`src/rtl/instr_fetch_unit.sv`:
```
// Instruction fetch unit: reads the opcode byte at pc and, for operand-bearing
// opcodes, the following operand byte, then pulses done with ir/opr valid.
// Supports loading pc from jmp_addr while idle.
module instr_fetch_unit #(
  parameter int          ADDR_W = 8,
  parameter int unsigned RST_PC = 0
) (
  input  logic              clk,
  input  logic              rst,
  input  logic              fetch_req,
  input  logic              jmp_en,
  input  logic [ADDR_W-1:0] jmp_addr,
  output logic              iram_rd,
  output logic [ADDR_W-1:0] iram_addr,
  input  logic [7:0]        iram_data,
  output logic [7:0]        ir,
  output logic [7:0]        opr,
  output logic [ADDR_W-1:0] pc,
  output logic              busy,
  output logic              done
);

  typedef enum logic [2:0] {
    IDLE    = 3'd0,
    FETCH   = 3'd1,
    LATCH   = 3'd2,
    OPFETCH = 3'd3,
    OPLATCH = 3'd4,
    DONE    = 3'd5
  } state_t;

  state_t            state_reg;
  state_t            state_next;
  logic [ADDR_W-1:0] addr_hold_reg;

  // CONST (1x) and JMPNZ (5x) carry a second byte; everything else is single-byte.
  function automatic logic has_operand(input logic [7:0] op);
    return (op[7:4] == 4'h1) || (op[7:4] == 4'h5);
  endfunction

  // State register; reset returns to IDLE from any state.
  always_ff @(posedge clk or posedge rst) begin
    if (rst) state_reg <= IDLE;
    else     state_reg <= state_next;
  end

  // Next-state logic; requests are only looked at in IDLE, and a jump takes
  // priority over a fetch (the fetch is re-sampled on the following cycle).
  always_comb begin
    state_next = state_reg;
    unique case (state_reg)
      IDLE: begin
        if (!jmp_en && fetch_req) state_next = FETCH;
      end
      FETCH:   state_next = LATCH;
      LATCH:   state_next = has_operand(iram_data) ? OPFETCH : DONE;
      OPFETCH: state_next = OPLATCH;
      OPLATCH: state_next = DONE;
      DONE:    state_next = IDLE;
      default: state_next = IDLE;
    endcase
  end

  // Output decode; RAM strobe only in the two read states, done only in DONE.
  always_comb begin
    iram_rd = 1'b0;
    done    = 1'b0;
    busy    = 1'b1;
    unique case (state_reg)
      IDLE:            busy    = 1'b0;
      FETCH, OPFETCH:  iram_rd = 1'b1;
      DONE:            done    = 1'b1;
      default: ;
    endcase
  end

  // The address bus shows pc during a read and otherwise keeps the last
  // address that was read.
  assign iram_addr = iram_rd ? pc : addr_hold_reg;

  // Datapath: pc advances (modulo 2^ADDR_W) on each read, ir/opr capture the
  // RAM data in the cycle after the corresponding read; opr is untouched for
  // single-byte instructions.
  always_ff @(posedge clk or posedge rst) begin
    if (rst) begin
      pc            <= ADDR_W'(RST_PC);
      ir            <= 8'h00;
      opr           <= 8'h00;
      addr_hold_reg <= '0;
    end else begin
      unique case (state_reg)
        IDLE: begin
          if (jmp_en) pc <= jmp_addr;
        end
        FETCH, OPFETCH: begin
          addr_hold_reg <= pc;
          pc            <= pc + 1'b1;
        end
        LATCH:   ir  <= iram_data;
        OPLATCH: opr <= iram_data;
        default: ;
      endcase
    end
  end

endmodule
```
`config.mk`:
```
export PLATFORM = sky130hd
export DESIGN_NAME = instr_fetch_unit
export DESIGN_NICKNAME = d
export VERILOG_FILES = /design/src/rtl/instr_fetch_unit.sv
export SDC_FILE = /design/constraint.sdc
export NUM_CORES = 1
export LEC_CHECK = 0
export ABC_AREA = 0
export CAP_MARGIN = 10
export CORE_ASPECT_RATIO = 0.7
export CORE_UTILIZATION = 40
export DETAILED_ROUTE_END_ITERATION = 6
export PLACE_DENSITY = 0.86
export SETUP_SLACK_MARGIN = 0.4
export SKIP_LAST_GASP = 1
export SYNTH_ARGS = -nofsm -noshare
export SYNTH_HDL_FRONTEND = slang
export SYNTH_SLANG_ARGS = --single-unit
```
`constraint.sdc`:
```
create_clock -name clk -period 1.38 [get_ports clk]
set_input_delay 0.207 -clock clk [delete_from_list [all_inputs] [get_ports clk]]
set_output_delay 0.207 -clock clk [all_outputs]
set_load 0.05 [all_outputs]
```
==> results.tsv, run 1 <==
metric	value	unit
register bit count reported by yosys	35	
clock root buffer master	clkbuf_8	
largest net degree at the start of global routing	36	
clk sinks	35	
First Err	[ERROR DPL-0038] Utilization greater than 100%, impossible to legalize	
Post-Place Cells	250	
Async SR Flop Fraction	100	%
gpl congestion	0.779	
H-tree depth	2	
chip width	77.1	um
main flop type after synthesis	dfrtp_1	
number of CTS-inserted buffers	5	
Post-Syn Nets	155	
WEP type	primary output	
critical endpoint after global-route timing repair	iram_addr[0]	
syn_area_per_cell	11.8	um2
number of synthesized flops with an enable pin	0	
Seq/Total Area, Yosys	55.4	%
CTS max path bufs	2	
I/O pins	55	
Synth area leaders	dfrtp_1, mux2_2, nand2_1	
# rows	18	
commonest cells in the netlist	dfrtp_1, nand2_1, mux2_2	
Distinct cells, synth	33	
Detailed Place HPWL	3590	um
failing step	5_1_grt	
cell taking the most area after synthesis	dfrtp_1	
I/O Buffers	54	
Die Y	54.6	um
synth warn	0	
most frequent cell after synthesis	dfrtp_1	
run status	aborted with a tool error	
Synth Instances	134	
initial core utilization	43.3	%
post-synth top area share	55.4	%
Synth Cell Area	0.00158	mm2
## through the flow
step	setup TNS (ns)	cell area [um2]	util, %	setup slack (ns)
after floorplan	-0.104	1960	-	-0.00700
after detailed placement	-2.95	3000	82.2	-0.299
after global placement	-1.64	3000	82.2	-0.203
after CTS	-4.62	3440	94.4	-0.224
## logic make-up after synthesis
| kind of cell | after synthesis | synth area share, % |
|---|---|---|
| and+or+nand+nor | 57 | 20.4 |
| DFF | 35 | 55.4 |
| muxes | 17 | 12.0 |
| AOI/OAI and AO/OA | 15 | 7.92 |
| buffers and inverters | 9 | 3.40 |
| adders and majority gates | 1 | 0.792 |
## repair_timing
item,4_1_cts
buffers inserted,22
resized for setup,41
pin swaps,9
hold buffers,0
endpoints found under the setup margin,69
==> inputs of run 2 (changes only) <==
--- a/config.mk
+++ b/config.mk
@@ -7,11 +7,9 @@
 export LEC_CHECK = 0
 export ABC_AREA = 0
 export CAP_MARGIN = 10
-export CORE_ASPECT_RATIO = 0.7
-export CORE_UTILIZATION = 40
+export CORE_UTILIZATION = 25
 export DETAILED_ROUTE_END_ITERATION = 6
-export PLACE_DENSITY = 0.86
-export SETUP_SLACK_MARGIN = 0.4
+export PLACE_DENSITY_LB_ADDON = 0.15
 export SKIP_LAST_GASP = 1
 export SYNTH_ARGS = -nofsm -noshare
 export SYNTH_HDL_FRONTEND = slang
==> constraint.sdc (replaced) <==
create_clock -name clk -period 1.8 [get_ports clk]
set_input_delay 0.27 -clock clk [delete_from_list [all_inputs] [get_ports clk]]
set_output_delay 0.27 -clock clk [all_outputs]
set_load 0.05 [all_outputs]
==> results.tsv, run 2 <==
metric	value	unit
# rows	28	
syn_area_per_cell	11.8	um2
Post-Route Skew	0.00299	ns
post-DR wirelength/cell	13.4	um
Inserted Diodes	0	
area growth from synthesis to layout	54.6	%
Core Region	0.00603	mm2
DRT Wirelength	3720	um
Layout Nets	222	
clk sinks	35	
overall via count from detail_route	1262	
Synth area leaders	dfrtp_1, mux2_2, nand2_1	
number of CTS-inserted buffers	5	
CTS max path bufs	2	
Final Core Density	40.6	%
Clk Latency, worst-skew pair	0.28	ns
worst-path fanout max	10	
area of the multi-input gates	659	um2
Worst Setup SP	state_reg[2]$_DFFE_PP0P_	
Post-Syn Nets	155	
I/O pins	55	
Routed Antenna Nets	0	
Final Hold Violating Endpoints	0	
most frequent cells in the layout	clkdlybuf4s50_1, dfrtp_1, nand2_1	
layout cells sized above 1	32.2	%
DRT iter0 DRCs	38	
Async SR Flop Fraction	100	%
Slew Limit Headroom	65.7	%
CTS Hold Buffers Added	0	
fillcell total	578	
Required @ worst endpoint	1.53	ns
Synth Cell Area	0.00158	mm2
Die Y	81.5	um
RSZ-0062 raised after global routing	no	
largest net degree at the start of global routing	19	
I/O Buffers	54	
H-tree depth	2	
max-capacitance violation count	0	
post-layout min period	1.72	ns
worst setup path class	reg -> out	
CTS tree	done	
most frequent cell after synthesis	dfrtp_1	
vias in the first global route	1315	
register bit count reported by yosys	35	
Slew @ Worst Pin	0.513	ns
antenna violations before repair	0	
DRT Pass-1 Iters	4	
chip width	81.5	um
run status	complete, no violations	
Max Transition Viols Final	0	
WP data arrival	1.45	ns
FF-to-FF Start	state_reg[1]$_DFFE_PP0P_	
Reg clk slew, reported paths	0.07	ns
Total GRT Usage	11.9	%
initial core utilization	26.2	%
min-delay worst type	in -> async	
cell taking the most area after synthesis	dfrtp_1	
Congestion Overflow GR	0	
number of synthesized flops with an enable pin	0	
fin crit share	95.7	%
critical path startpoint category	flop	
Synth Instances	134	
Setup violations, final	0	
Seq/Total Area, Yosys	55.4	%
Setup TNS	0	ns
CP endpoint kind	primary output	
main flop type after synthesis	dfrtp_1	
gpl congestion	0.865	
Vias/cell	4.56	
most common cell after layout, fill and taps aside	clkdlybuf4s50_1	
Distinct cells, synth	33	
synth warn	0	
first-pass GRT wire length	5980	um
Detailed Place HPWL	2730	um
fmax	581	MHz
Reg area	878	um2
commonest cells in the netlist	dfrtp_1, nand2_1, mux2_2	
clock root buffer master	clkbuf_8	
Post-route DRC	0	
post-synth top area share	55.4	%
die area	0.00664	mm2
==> run 2: path summary, 6_finish.rpt <==
kind | endpoint | slack [ns] | cells past startpoint
min | opr[1]$_DFFE_PP0N_ | 0.32 | 3
min in group clk | opr[1]$_DFFE_PP0N_ | 0.51 | 1
max | busy | 0.08 | 3
max reg2reg | pc[3]$_DFFE_PP0P_ | 0.24 | 4
max in group asynchronous | state_reg[2]$_DFFE_PP0P_ | 1.27 | 3
min reg2reg | opr[1]$_DFFE_PP0N_ | 0.51 | 1
==> run 2: cell type report <==
| type | count | area share [%] |
|---|---|---|
| Timing Repair Buffer | 65 | 29.2 |
| Sequential cell | 35 | 35.9 |
| Clock inverter | 1 | 0.205 |
| Multi-Input combinational cell | 90 | 27.0 |
| Clock buffer | 7 | 3.12 |
| Tap cell | 75 | 3.84 |
| Inverter | 4 | 0.717 |
==> run 2: metal layers <==
metal  track usage [%]  up-vias  wire, um
met2              20.4       50      1760
li1                  -      606         -
met1              13.9      602      1650
met4              3.75        0        14
met5                 0        -         0
met3              4.11        4       300
==> run 2: cells by family (layout without fill, tap and decap cells) <==
group,Yosys count,in the layout,share of synthesized area [%]
DFF,35,35,55.4
AOI/OAI and AO/OA,15,15,7.92
buffers and inverters,9,77,3.40
and+or+nand+nor,57,57,20.4
adders and majority gates,1,1,0.792
muxes,17,17,12.0
==> run 2: timing repair <==
action / in CTS / in global routing
setup buffers: 0 / 5
hold endpoints to repair: 0 / 0
resized for setup: 0 / 2
endpoints found under the setup margin: 0 / 8
==> run 2: critical path, stage by stage, from the launching register on <==
cell and delay [ns]:
dfrtp_2 0.43, buf_4 0.18, or3_1 0.37, buf_4 0.19
==> run 2: per-stage QoR <==
step	worst slack, ns	hold slack [ns]	instances	cell area (um2)
after detailed placement	0.0814	0.501	264	2310
final	0.0775	0.319	277	2440
after global placement	0.110	0.488	264	2310
after floorplan	0.160	0.399	134	1590
after CTS	0.00564	0.319	272	2390
after global routing	0.0173	0.365	277	2440
Power of run 2 is left out: the tool's default activity adds up to more than one toggle a clock period on the data nets, which glitch-free logic cannot reach.
